File: src/rtl/pc_pkg.sv
// Shared front-end types: fetch address, front-end run state and redirect sources.
package pc_pkg;

   localparam int unsigned     PC_W      = 25;
   localparam logic [PC_W-1:0] BOOT_ADDR = 25'd16359;

   typedef logic [PC_W-1:0] pc_t;

   typedef enum logic {RUN, HALT} fe_state_e;

   typedef enum logic [1:0] {SRC_EX, SRC_DEC, SRC_PEND, SRC_RAS} redir_src_e;

endpackage

File: src/rtl/pc_gen_if.sv
// Fetch-control bundle between the pipeline control (master) and pc_gen (slave).
interface pc_gen_if #(
   parameter int unsigned PC_W = 25
);
   logic            n_stall;
   logic            ex_redirect;
   logic [PC_W-1:0] ex_target;
   logic            dec_redirect;
   logic [PC_W-1:0] dec_target;
   logic            halt_req;
   logic            resume;
   logic            dec_call;
   logic            dec_ret;
   logic [PC_W-1:0] dec_link;
   logic [PC_W-1:0] pc;
   logic [PC_W-1:0] npc;
   logic            npc_enn;
   logic            flush;
   logic            fetch_valid;
   logic            halted;

   modport master (
      output n_stall, ex_redirect, ex_target, dec_redirect, dec_target,
             halt_req, resume, dec_call, dec_ret, dec_link,
      input  pc, npc, npc_enn, flush, fetch_valid, halted
   );

   modport slave (
      input  n_stall, ex_redirect, ex_target, dec_redirect, dec_target,
             halt_req, resume, dec_call, dec_ret, dec_link,
      output pc, npc, npc_enn, flush, fetch_valid, halted
   );
endinterface

File: src/rtl/pc_gen_ras.sv
// Circular return-address stack; a push when full overwrites the oldest entry.
module pc_gen_ras #(
   parameter int unsigned PC_W  = 25,
   parameter int unsigned DEPTH = 4
) (
   input  logic            clk,
   input  logic            rst,
   input  logic            push_i,
   input  logic            pop_i,
   input  logic [PC_W-1:0] data_i,
   output logic [PC_W-1:0] top_o,
   output logic            empty_o
);
   localparam int unsigned PW   = $clog2(DEPTH);
   localparam logic [PW:0] FULL = (PW+1)'(DEPTH);

   logic [PC_W-1:0] mem_q [DEPTH];
   logic [PW-1:0]   ptr_q;
   logic [PW-1:0]   top_idx;
   logic [PW:0]     cnt_q;
   logic            pop;

   assign top_idx = ptr_q - 1'b1;
   assign top_o   = mem_q[top_idx];
   assign empty_o = (cnt_q == '0);
   assign pop     = pop_i & ~empty_o;

   always_ff @(posedge clk) begin
      if (!rst) begin
         ptr_q <= '0;
         cnt_q <= '0;
      end else if (pop && !push_i) begin
         ptr_q <= top_idx;
         cnt_q <= cnt_q - 1'b1;
      end else if (push_i && !pop) begin
         ptr_q <= ptr_q + 1'b1;
         if (cnt_q != FULL) cnt_q <= cnt_q + 1'b1;
      end
   end

   // Pop-then-push collapses to overwriting the current top in place.
   always_ff @(posedge clk) begin
      if (push_i && pop)  mem_q[top_idx] <= data_i;
      else if (push_i)    mem_q[ptr_q]   <= data_i;
   end

endmodule

File: src/rtl/pc_gen.sv
// Fetch PC generator: redirect arbitration, stall-time redirect holding, run/halt control.
// Return-address stack enabled with `define PC_GEN_RAS_EN.
module pc_gen #(
   parameter int unsigned     PC_W      = pc_pkg::PC_W,
   parameter logic [PC_W-1:0] BOOT_ADDR = pc_pkg::BOOT_ADDR,
   parameter int unsigned     RAS_DEPTH = 4
) (
   input logic     clk,
   input logic     rst,
   pc_gen_if.slave fe
);
   import pc_pkg::*;

   fe_state_e       state_q;
   logic [PC_W-1:0] pc_q, pc_d;
   logic            pend_v_q, pend_v_d;
   redir_src_e      pend_src_q, pend_src_d;
   logic [PC_W-1:0] pend_tgt_q, pend_tgt_d;

   redir_src_e      src;
   logic            redir_v;
   logic [PC_W-1:0] tgt;
   logic            run, adv;
   logic            ras_v;
   logic [PC_W-1:0] ras_top;

   assign run = (state_q == RUN);
   assign adv = run & fe.n_stall;

`ifdef PC_GEN_RAS_EN
   logic ras_empty;

   pc_gen_ras #(.PC_W(PC_W), .DEPTH(RAS_DEPTH)) u_ras (
      .clk     (clk),
      .rst     (rst),
      .push_i  (fe.dec_call & adv),
      .pop_i   (fe.dec_ret & adv),
      .data_i  (fe.dec_link),
      .top_o   (ras_top),
      .empty_o (ras_empty)
   );

   assign ras_v = fe.dec_ret & ~ras_empty;
`else
   logic unused_ras;

   assign unused_ras = ^{fe.dec_call, fe.dec_ret, fe.dec_link, RAS_DEPTH[0]};
   assign ras_v      = 1'b0;
   assign ras_top    = '0;
`endif

   always_comb begin
      src     = SRC_PEND;
      redir_v = 1'b1;
      tgt     = '0;
      if (fe.ex_redirect) begin
         src = SRC_EX;
         tgt = fe.ex_target;
      end else if (fe.dec_redirect) begin
         src = SRC_DEC;
         tgt = fe.dec_target;
      end else if (pend_v_q) begin
         src = SRC_PEND;
         tgt = pend_tgt_q;
      end else if (ras_v) begin
         src = SRC_RAS;
         tgt = ras_top;
      end else begin
         redir_v = 1'b0;
      end
   end

   always_comb begin
      pc_d       = pc_q;
      pend_v_d   = pend_v_q;
      pend_src_d = pend_src_q;
      pend_tgt_d = pend_tgt_q;
      if (adv) begin
         pc_d = redir_v ? tgt + 1'b1 : pc_q + 1'b1;
         if (redir_v) pend_v_d = 1'b0;
      end else if (run) begin
         // A held execute target is never displaced by a younger decode jump.
         if (src == SRC_EX || (src == SRC_DEC && !(pend_v_q && pend_src_q == SRC_EX))) begin
            pend_v_d   = 1'b1;
            pend_src_d = src;
            pend_tgt_d = tgt;
         end
      end
   end

   always_ff @(posedge clk) begin
      if (!rst) begin
         state_q    <= RUN;
         pc_q       <= BOOT_ADDR;
         pend_v_q   <= 1'b0;
         pend_src_q <= SRC_DEC;
         pend_tgt_q <= '0;
      end else begin
         pc_q       <= pc_d;
         pend_v_q   <= pend_v_d;
         pend_src_q <= pend_src_d;
         pend_tgt_q <= pend_tgt_d;
         case (state_q)
            RUN:  if (fe.halt_req && fe.n_stall) state_q <= HALT;
            HALT: if (fe.resume)                 state_q <= RUN;
            default:                             state_q <= RUN;
         endcase
      end
   end

   assign fe.pc          = pc_q;
   assign fe.npc         = tgt;
   assign fe.npc_enn     = run & redir_v;
   assign fe.flush       = run & redir_v;
   assign fe.fetch_valid = run;
   assign fe.halted      = ~run;

endmodule

File: src/flat_wrapper.sv
// flat-port wrapper written by rule: the top's interface ports become plain ports
module pc_gen_flat import pc_pkg::*;
#(
   parameter int unsigned     PC_W      = pc_pkg::PC_W,
   parameter logic [PC_W-1:0] BOOT_ADDR = pc_pkg::BOOT_ADDR,
   parameter int unsigned     RAS_DEPTH = 4
)
  (clk, rst, fe_n_stall, fe_ex_redirect, fe_ex_target, fe_dec_redirect, fe_dec_target, fe_halt_req, fe_resume, fe_dec_call, fe_dec_ret, fe_dec_link, fe_pc, fe_npc, fe_npc_enn, fe_flush, fe_fetch_valid, fe_halted);
  pc_gen_if #(.PC_W(PC_W)) fe_i ();
  input logic clk;
  input logic rst;
  input wire logic [$bits(fe_i.n_stall)-1:0] fe_n_stall;
  input wire logic [$bits(fe_i.ex_redirect)-1:0] fe_ex_redirect;
  input wire logic [$bits(fe_i.ex_target)-1:0] fe_ex_target;
  input wire logic [$bits(fe_i.dec_redirect)-1:0] fe_dec_redirect;
  input wire logic [$bits(fe_i.dec_target)-1:0] fe_dec_target;
  input wire logic [$bits(fe_i.halt_req)-1:0] fe_halt_req;
  input wire logic [$bits(fe_i.resume)-1:0] fe_resume;
  input wire logic [$bits(fe_i.dec_call)-1:0] fe_dec_call;
  input wire logic [$bits(fe_i.dec_ret)-1:0] fe_dec_ret;
  input wire logic [$bits(fe_i.dec_link)-1:0] fe_dec_link;
  output wire logic [$bits(fe_i.pc)-1:0] fe_pc;
  output wire logic [$bits(fe_i.npc)-1:0] fe_npc;
  output wire logic [$bits(fe_i.npc_enn)-1:0] fe_npc_enn;
  output wire logic [$bits(fe_i.flush)-1:0] fe_flush;
  output wire logic [$bits(fe_i.fetch_valid)-1:0] fe_fetch_valid;
  output wire logic [$bits(fe_i.halted)-1:0] fe_halted;
  assign fe_i.n_stall = fe_n_stall;
  assign fe_i.ex_redirect = fe_ex_redirect;
  assign fe_i.ex_target = fe_ex_target;
  assign fe_i.dec_redirect = fe_dec_redirect;
  assign fe_i.dec_target = fe_dec_target;
  assign fe_i.halt_req = fe_halt_req;
  assign fe_i.resume = fe_resume;
  assign fe_i.dec_call = fe_dec_call;
  assign fe_i.dec_ret = fe_dec_ret;
  assign fe_i.dec_link = fe_dec_link;
  assign fe_pc = fe_i.pc;
  assign fe_npc = fe_i.npc;
  assign fe_npc_enn = fe_i.npc_enn;
  assign fe_flush = fe_i.flush;
  assign fe_fetch_valid = fe_i.fetch_valid;
  assign fe_halted = fe_i.halted;
  pc_gen #(.PC_W(PC_W), .BOOT_ADDR(BOOT_ADDR), .RAS_DEPTH(RAS_DEPTH)) u_core (.clk(clk), .rst(rst), .fe(fe_i));
endmodule
File: config.mk
export PLATFORM = sky130hd
export DESIGN_NAME = pc_gen_flat
export DESIGN_NICKNAME = d
export VERILOG_FILES = /design/src/rtl/pc_pkg.sv /design/src/rtl/pc_gen_if.sv /design/src/rtl/pc_gen_ras.sv /design/src/rtl/pc_gen.sv /design/src/flat_wrapper.sv
export SDC_FILE = /design/constraint.sdc
export NUM_CORES = 1
export LEC_CHECK = 0
export BUFFER_PORTS_ARGS = -buffer_cell sky130_fd_sc_hd__buf_2
export CORE_UTILIZATION = 35
export DETAILED_ROUTE_END_ITERATION = 12
export GPL_ROUTABILITY_DRIVEN = 0
export PLACE_DENSITY = 0.64
export SYNTH_ARGS = -nofsm -noshare
export SYNTH_HDL_FRONTEND = slang
export SYNTH_SLANG_ARGS = --single-unit
File: constraint.sdc
create_clock -name clk -period 5.7 [get_ports clk]
set_clock_uncertainty 0.05 [all_clocks]
set_input_delay 1.14 -clock clk [delete_from_list [all_inputs] [get_ports clk]]
set_output_delay 1.14 -clock clk [all_outputs]
set_load 0.05 [all_outputs]
==> results of run 1 <==
## worst max-delay path, cell delays in order
cell,delay [ps]
buf_2,590
inv_1,450
o2bb2ai_1,740
inv_1,90
buf_2,240
## flip-flops by register name (all words and copies together) (netlist names)
signal             flops
u_core.pend_tgt_q     25
u_core.pend_src_q      2
u_core.fe.halted       1
u_core.fe.pc          25
u_core.pend_v_q        1
## logic make-up after synthesis
family	Yosys count	share of synthesized area
AO/OA/AOI/OAI	174	0.309
XOR/XNOR	1	0.00239
adder cells (fa/ha/maj)	1	0.00341
buffers and inverters	69	0.0908
flip-flops	54	0.295
multiplexers	5	0.0140
AND/OR/NAND/NOR	215	0.286
## stage by stage
| step | instances | hold WS, ps | setup slack (ps) |
|---|---|---|---|
| 5_1_grt | 737 | 438 | 1080 |
| 3_3_place_gp | 730 | 389 | 1300 |
| 3_5_place_dp | 730 | 400 | 1240 |
| 6_report | 737 | 414 | 1250 |
| 4_1_cts | 737 | 414 | 1230 |
| 2_1_floorplan | 519 | 382 | 1200 |
## layout by cell type, fill, tap and decap left out, types with 3 or more instances in the layout
cell type,instances
a211o_1,3
a211oi_1,3
a21o_1,8
a21oi_1,75
a222oi_1,5
a22o_1,5
a2bb2oi_1,7
a31oi_1,9
and2_1,4
and3_1,3
and4_1,3
buf_2,110
buf_4,5
clkbuf_8,5
dfxtp_1,54
inv_1,29
mux2i_1,4
nand2_1,94
nand3_1,13
nand3b_1,23
nand4_1,8
nor2_1,45
nor2b_1,7
o21ai_0,28
o2bb2ai_1,6
o311ai_0,3
or3_1,3
## Yosys cell counts, types with 2 or more instances
| cell | n | area, µm² |
|---|---|---|
| nand3b_1 | 23 | 173 |
| mux2i_1 | 4 | 40.0 |
| buf_4 | 8 | 60.1 |
| inv_1 | 29 | 109 |
| a21o_1 | 8 | 60.1 |
| nor2b_1 | 7 | 43.8 |
| buf_2 | 5 | 25.0 |
| o31ai_1 | 2 | 15.0 |
| clkbuf_1 | 21 | 78.8 |
| and3b_1 | 2 | 17.5 |
| a211oi_1 | 3 | 22.5 |
| o2bb2ai_1 | 6 | 52.6 |
| a31o_2 | 2 | 17.5 |
| a2bb2oi_1 | 7 | 61.3 |
| buf_6 | 5 | 56.3 |
| a22o_1 | 5 | 43.8 |
| and4_1 | 3 | 26.3 |
| o2111ai_1 | 2 | 17.5 |
| dfxtp_1 | 54 | 1080 |
| o21ai_0 | 28 | 140 |
| or3_1 | 3 | 18.8 |
| a31oi_1 | 9 | 56.3 |
| nor2_1 | 45 | 169 |
| nand4_1 | 8 | 50.1 |
| o32a_1 | 2 | 20.0 |
| o311ai_0 | 3 | 26.3 |
| a222oi_1 | 5 | 50.1 |
| a21oi_1 | 75 | 375 |
| nand3_1 | 13 | 65.1 |
| nand2_1 | 94 | 353 |
| and2_1 | 4 | 25.0 |
| and3_1 | 3 | 18.8 |
| a211o_1 | 3 | 26.3 |
## per-layer routing
| layer | vias to the layer above | part of all wire |
|---|---|---|
| met5 | - | 0 |
| met4 | 0 | 0.019 |
| met3 | 19 | 0.052 |
| met2 | 142 | 0.48 |
| met1 | 1940 | 0.45 |
| li1 | 2016 | - |
## power by group through the flow
stage,logic (µW),clock network [µW],registers [µW]
floorplan,227,0,481
global placement,354,0,437
detailed placement,361,0,439
CTS,362,223,430
global route,391,237,435
finish,362,222,430
## cell type report
class                   count  area (µm²)  area share
clock buffers               5        68.8      0.0161
clock inverters             2        15.0     0.00350
inverters                  29         109      0.0254
multi-input cells         396        2250       0.526
flip-flops and latches     54        1080       0.252
well taps                 136         170      0.0397
repair buffers            115         588       0.137
## worst max path at each step
stage | start | endpoint | slack, ps
6_report | fe_ex_redirect | fe_npc[7] | 1250
5_1_grt | fe_ex_redirect | fe_npc[7] | 1080
4_1_cts | fe_ex_redirect | fe_npc[7] | 1230
3_5_place_dp | fe_ex_redirect | u_core.fe.pc[22] | 1240
3_3_place_gp | fe_ex_redirect | u_core.fe.pc[22] | 1300
2_1_floorplan | fe_dec_redirect | fe_npc[23] | 1200
==> results_dict.tcl, run 1 <==
set metrics [dict create \
    outcome "finished clean" \
    grt_pass1_wl_um 18300 \
    fin_util 0.419 \
    drt_iter0_drc 214 \
    finalWirelength_um 11600 \
    slew_headroom 0.213 \
    grt_util_met3 0.0301 \
    grt_use_met1 0.269 \
    switching_share 0.417 \
    grt_max_degree 55 \
    cts-root-buf "clkbuf_8" \
    p_switching_uw 423 \
    fill_cells 1093 \
    min_to "u_core.pend_tgt_q[1]" \
    routedWlPerCell_um 15.7 \
    maxCapViolations 0 \
    ir_worst_vdd_v 0.000142 \
    grt_overflow 0 \
    reg2regPathDepth 7 \
    viasPerCell 5.59 \
    portBuffers 110 \
    finalSetupTns_ps 0 \
    grt_pass1_vias 3654 \
    synth_fp_nets 604 \
    setup_viol 0 \
    htreeDepth 2 \
    drv_slew 0 \
    clk_pin_slew_ps 100 \
    start_util 0.358 \
    cts_tree "yes" \
    power_frac_seq 0.424 \
    r2r_end "u_core.fe.pc[22]" \
    die_x_um 104 \
    p_int_uw 591 \
    vias 4117 \
    critPathLaunchType "primary input" \
    ys_seq_elements 54 \
    die_area_um2 10900 \
    ant_nets 0 \
    finalCritPeriodShare 0.781 \
    synth_cell_types 61 \
    hold_buffers 0 \
    worst_pin_slew_ps 1180 \
    power_frac_clock 0.219 \
    hp-start "u_core.pend_tgt_q[1]" \
    grtUsageTotal 0.207 \
    rsz0062_at_grt "false" \
    synth_edf_count 0 \
    crit_path_end_kind "primary output" \
    ys_warn_count 0 \
    drive_gt1_frac 0.223 \
    ys_seq_area_frac 0.295 \
    cts_resized 0 \
    r2r_start "u_core.pend_v_q" \
    busiest_layer "met2" \
    cp.arrival_ps 3260 \
    hold_path_class "reg2reg" \
    drt_first_pass_iters 6 \
    period_needed_ps 4450 \
    synthFlopType "dfxtp_1" \
    syn_area_per_cell_um2 7.07 \
    crit_type "in2out" \
    r2r_slack_ps 1980 \
    synthArstFlopShare 0 \
    cp_max_fo 42 \
    numCtsBuffers 5 \
    rows 37 \
    power_density_nw_per_um2 237 \
    io_pins 138 \
    fmax_mhz 225 \
    n_antenna_cell 0 \
    p_leak_uw 0.00184 \
    max-clock-path-buffers 2 \
    power.total_uw 1010 \
    drcViolationCount 0 \
    cts_setup_buffers 0 \
    syn_area_um2 3670 \
    cp.required_ps 4510 \
    final_nets 686 \
    combPwrFrac 0.357 \
    cts_sinks 54 \
    core_area_um2 10200 \
    met2_usage 0.353 \
    post-dp-hpwl_um 8230 \
    syn_inst 519 \
    antenna_found_initial 0 \
    whs_path_depth 2 \
    insertion_delay_ps 320 \
    die_h_um 104 \
    hold_viol 0 \
    placed_area_um2 4200 \
    area_growth_pct 16.9 \
    final_area_um2 4290 \
]
Note: power is estimated with default switching activity, not from simulation.
==> run 2, diff against run 1 <==
Settings changed: ABC_AREA set to 1.
Clock period 5.7 ns to 4.57 ns, I/O delays scaled along.
==> run 2 against run 1 <==
Worst hold slack got worse by 1.3 ps. Die area decreased by 1.4%. Via count decreased by 4.6%. Sequential share of layout area about the same. Non-clock buffer count decreased by 3. Critical endpoint is now fe_npc[24]. Largest cell class unchanged.
==> results_dict.tcl, run 2 <==
set metrics [dict create \
    outcome "finished clean" \
    hold_buffers 0 \
    synth_edf_count 0 \
    post-dp-hpwl_um 7810 \
    ir_worst_vdd_v 0.000125 \
    drt_iter0_drc 208 \
    synth_xor_area_frac 0.0121 \
    synth_simple_gate_area_share 0.414 \
    cp_cell_sequence "buf_2 -> inv_2 -> nor2_2 -> nand2_1 -> nand2_1 -> a31oi_1 -> inv_1 -> buf_2" \
    cts_tree "yes" \
    die_x_um 104 \
    hp-start "u_core.pend_src_q[1]" \
    synthMuxAreaShare 0 \
    clk_pin_slew_ps 100 \
    grt_pass1_wl_um 17200 \
    io_pins 138 \
    finalSetupTns_ps 0 \
    r2r_end "u_core.fe.pc[24]" \
    drt_first_pass_iters 4 \
    drive_gt1_frac 0.224 \
    grtUsageTotal 0.195 \
    drv_slew 0 \
    rows 36 \
    finalCritPeriodShare 0.758 \
    cts_resized 0 \
    yosysTopAreaCell "dfxtp_1" \
    yosysMostFrequentCell "nand2_1" \
    crit_path_end "fe_npc[24]" \
    yosysTopAreaCellShare 0.299 \
    vias 3929 \
    synthArstFlopShare 0 \
    fill_cells 1100 \
    start_util 0.365 \
    grt_pass1_vias 3554 \
    cts-root-buf "clkbuf_8" \
    synth_top_family_by_area "simple AND/OR/NAND/NOR gates" \
    cp.arrival_ps 2500 \
    syn_area_um2 3610 \
    whs_ps 413 \
    max-clock-path-buffers 2 \
    grt_max_degree 51 \
    numCtsBuffers 5 \
    cp_slowest_cell "nor2_2" \
    n_antenna_cell 0 \
    synthFlopType "dfxtp_1" \
    hold_path_class "reg2reg" \
    hold_viol 0 \
    r2r_slack_ps 1750 \
    grt_overflow 0 \
    fmax_mhz 289 \
    ant_nets 0 \
    synth-compound-area-share 0.134 \
    startpoint "fe_dec_redirect" \
    antenna_found_initial 0 \
    area_growth_pct 18.8 \
    seq_area_um2 1080 \
    routedWlPerCell_um 12.5 \
    rsz0062_at_grt "false" \
    cts_setup_buffers 0 \
    die_h_um 104 \
    cts_sinks 54 \
    htreeDepth 2 \
    crit_path_end_kind "primary output" \
    crit_type "in2out" \
    portBuffers 110 \
    mostFrequentLayoutCells "nand2_1, buf_2, inv_1" \
    reg2regPathDepth 14 \
    finalWirelength_um 10500 \
    path_buf_inv 4 \
    fin_util 0.433 \
    maxCapViolations 0 \
    worst_pin_slew_ps 1080 \
    p_leak_uw 0.00226 \
    synth_fp_nets 695 \
    r2r_start "u_core.pend_v_q" \
    syn_inst 610 \
    crit_family "buffers and inverters" \
    setup_viol 0 \
    path_depth 8 \
    ys_seq_elements 54 \
    ys_warn_count 0 \
    final_nets 785 \
    cp.required_ps 3610 \
    insertion_delay_ps 310 \
    slowest_delay_ps 480 \
    viasPerCell 4.71 \
    final_common_cell "nand2_1" \
    ys_seq_area_frac 0.299 \
    ys_top_cells_by_count "nand2_1, inv_1, dfxtp_1" \
    synth_cell_types 32 \
    slew_headroom 0.279 \
    cp_max_fo 15 \
    critPathLaunchType "primary input" \
    power_density_nw_per_um2 314 \
    drcViolationCount 0 \
    yosys-top-cells-area "dfxtp_1, nand2_1, inv_1" \
    synth_fa_ha_area_frac 0.00346 \
    core_area_um2 9910 \
    die_area_um2 10700 \
    period_needed_ps 3470 \
    multi_input_area_um2 2040 \
    syn_area_per_cell_um2 5.92 \
]
[run 2: cell type report]
type | count | share of cell area
clock buffers | 6 | 0.0169
clock inverters | 2 | 0.00874
inverters | 88 | 0.0775
multi-input cells | 439 | 0.474
flip-flops and latches | 54 | 0.252
well taps | 133 | 0.0388
repair buffers | 112 | 0.132
[run 2: routing by layer]
| metal | track usage | vias up | part of all wire |
|---|---|---|---|
| li1 | - | 2070 | - |
| met1 | 0.258 | 1751 | 0.48 |
| met2 | 0.335 | 97 | 0.46 |
| met3 | 0.0239 | 11 | 0.041 |
| met4 | 0.0466 | 0 | 0.011 |
| met5 | 0 | - | 0 |
[run 2: worst min path at each step]
stage	end	slack [ps]	cells past startpoint
floorplan	u_core.pend_src_q[1]	380	2
global placement	u_core.pend_src_q[1]	380	2
detailed placement	u_core.pend_src_q[1]	400	2
CTS	u_core.pend_src_q[1]	410	2
global route	u_core.pend_tgt_q[0]	450	2
finish	u_core.pend_src_q[1]	410	2
[run 2: power breakdown]
part	internal (µW)	leakage, µW	switching (µW)	total [µW]
Clock	164	0.0000514	164	328
Sequential	512	0.000448	32.0	544
Combinational	123	0.00176	355	478
[run 2: logic make-up (layout without fill, tap and decap cells)]
| family | count (synthesis) | count (layout) |
|---|---|---|
| compound gates | 93 | 93 |
| xor+xnor | 5 | 5 |
| fa+ha+maj | 1 | 1 |
| buf+inv | 117 | 208 |
| flops | 54 | 54 |
| simple gates | 340 | 340 |
[run 2: through the flow]
stage | setup WS [ps] | total power [µW] | cell area [µm²] | instances
2_1_floorplan | 1250 | 916 | 3610 | 610
3_3_place_gp | 1050 | 1030 | 4180 | 826
3_5_place_dp | 1030 | 1030 | 4180 | 826
4_1_cts | 1070 | 1360 | 4290 | 834
5_1_grt | 941 | 1430 | 4290 | 834
6_report | 1100 | 1350 | 4290 | 834
[run 2: tightest hold or removal path, stage by stage (launching register included)]
cell	delay, ps
dfxtp_1	340
nand2_1	60
nor2_1	40
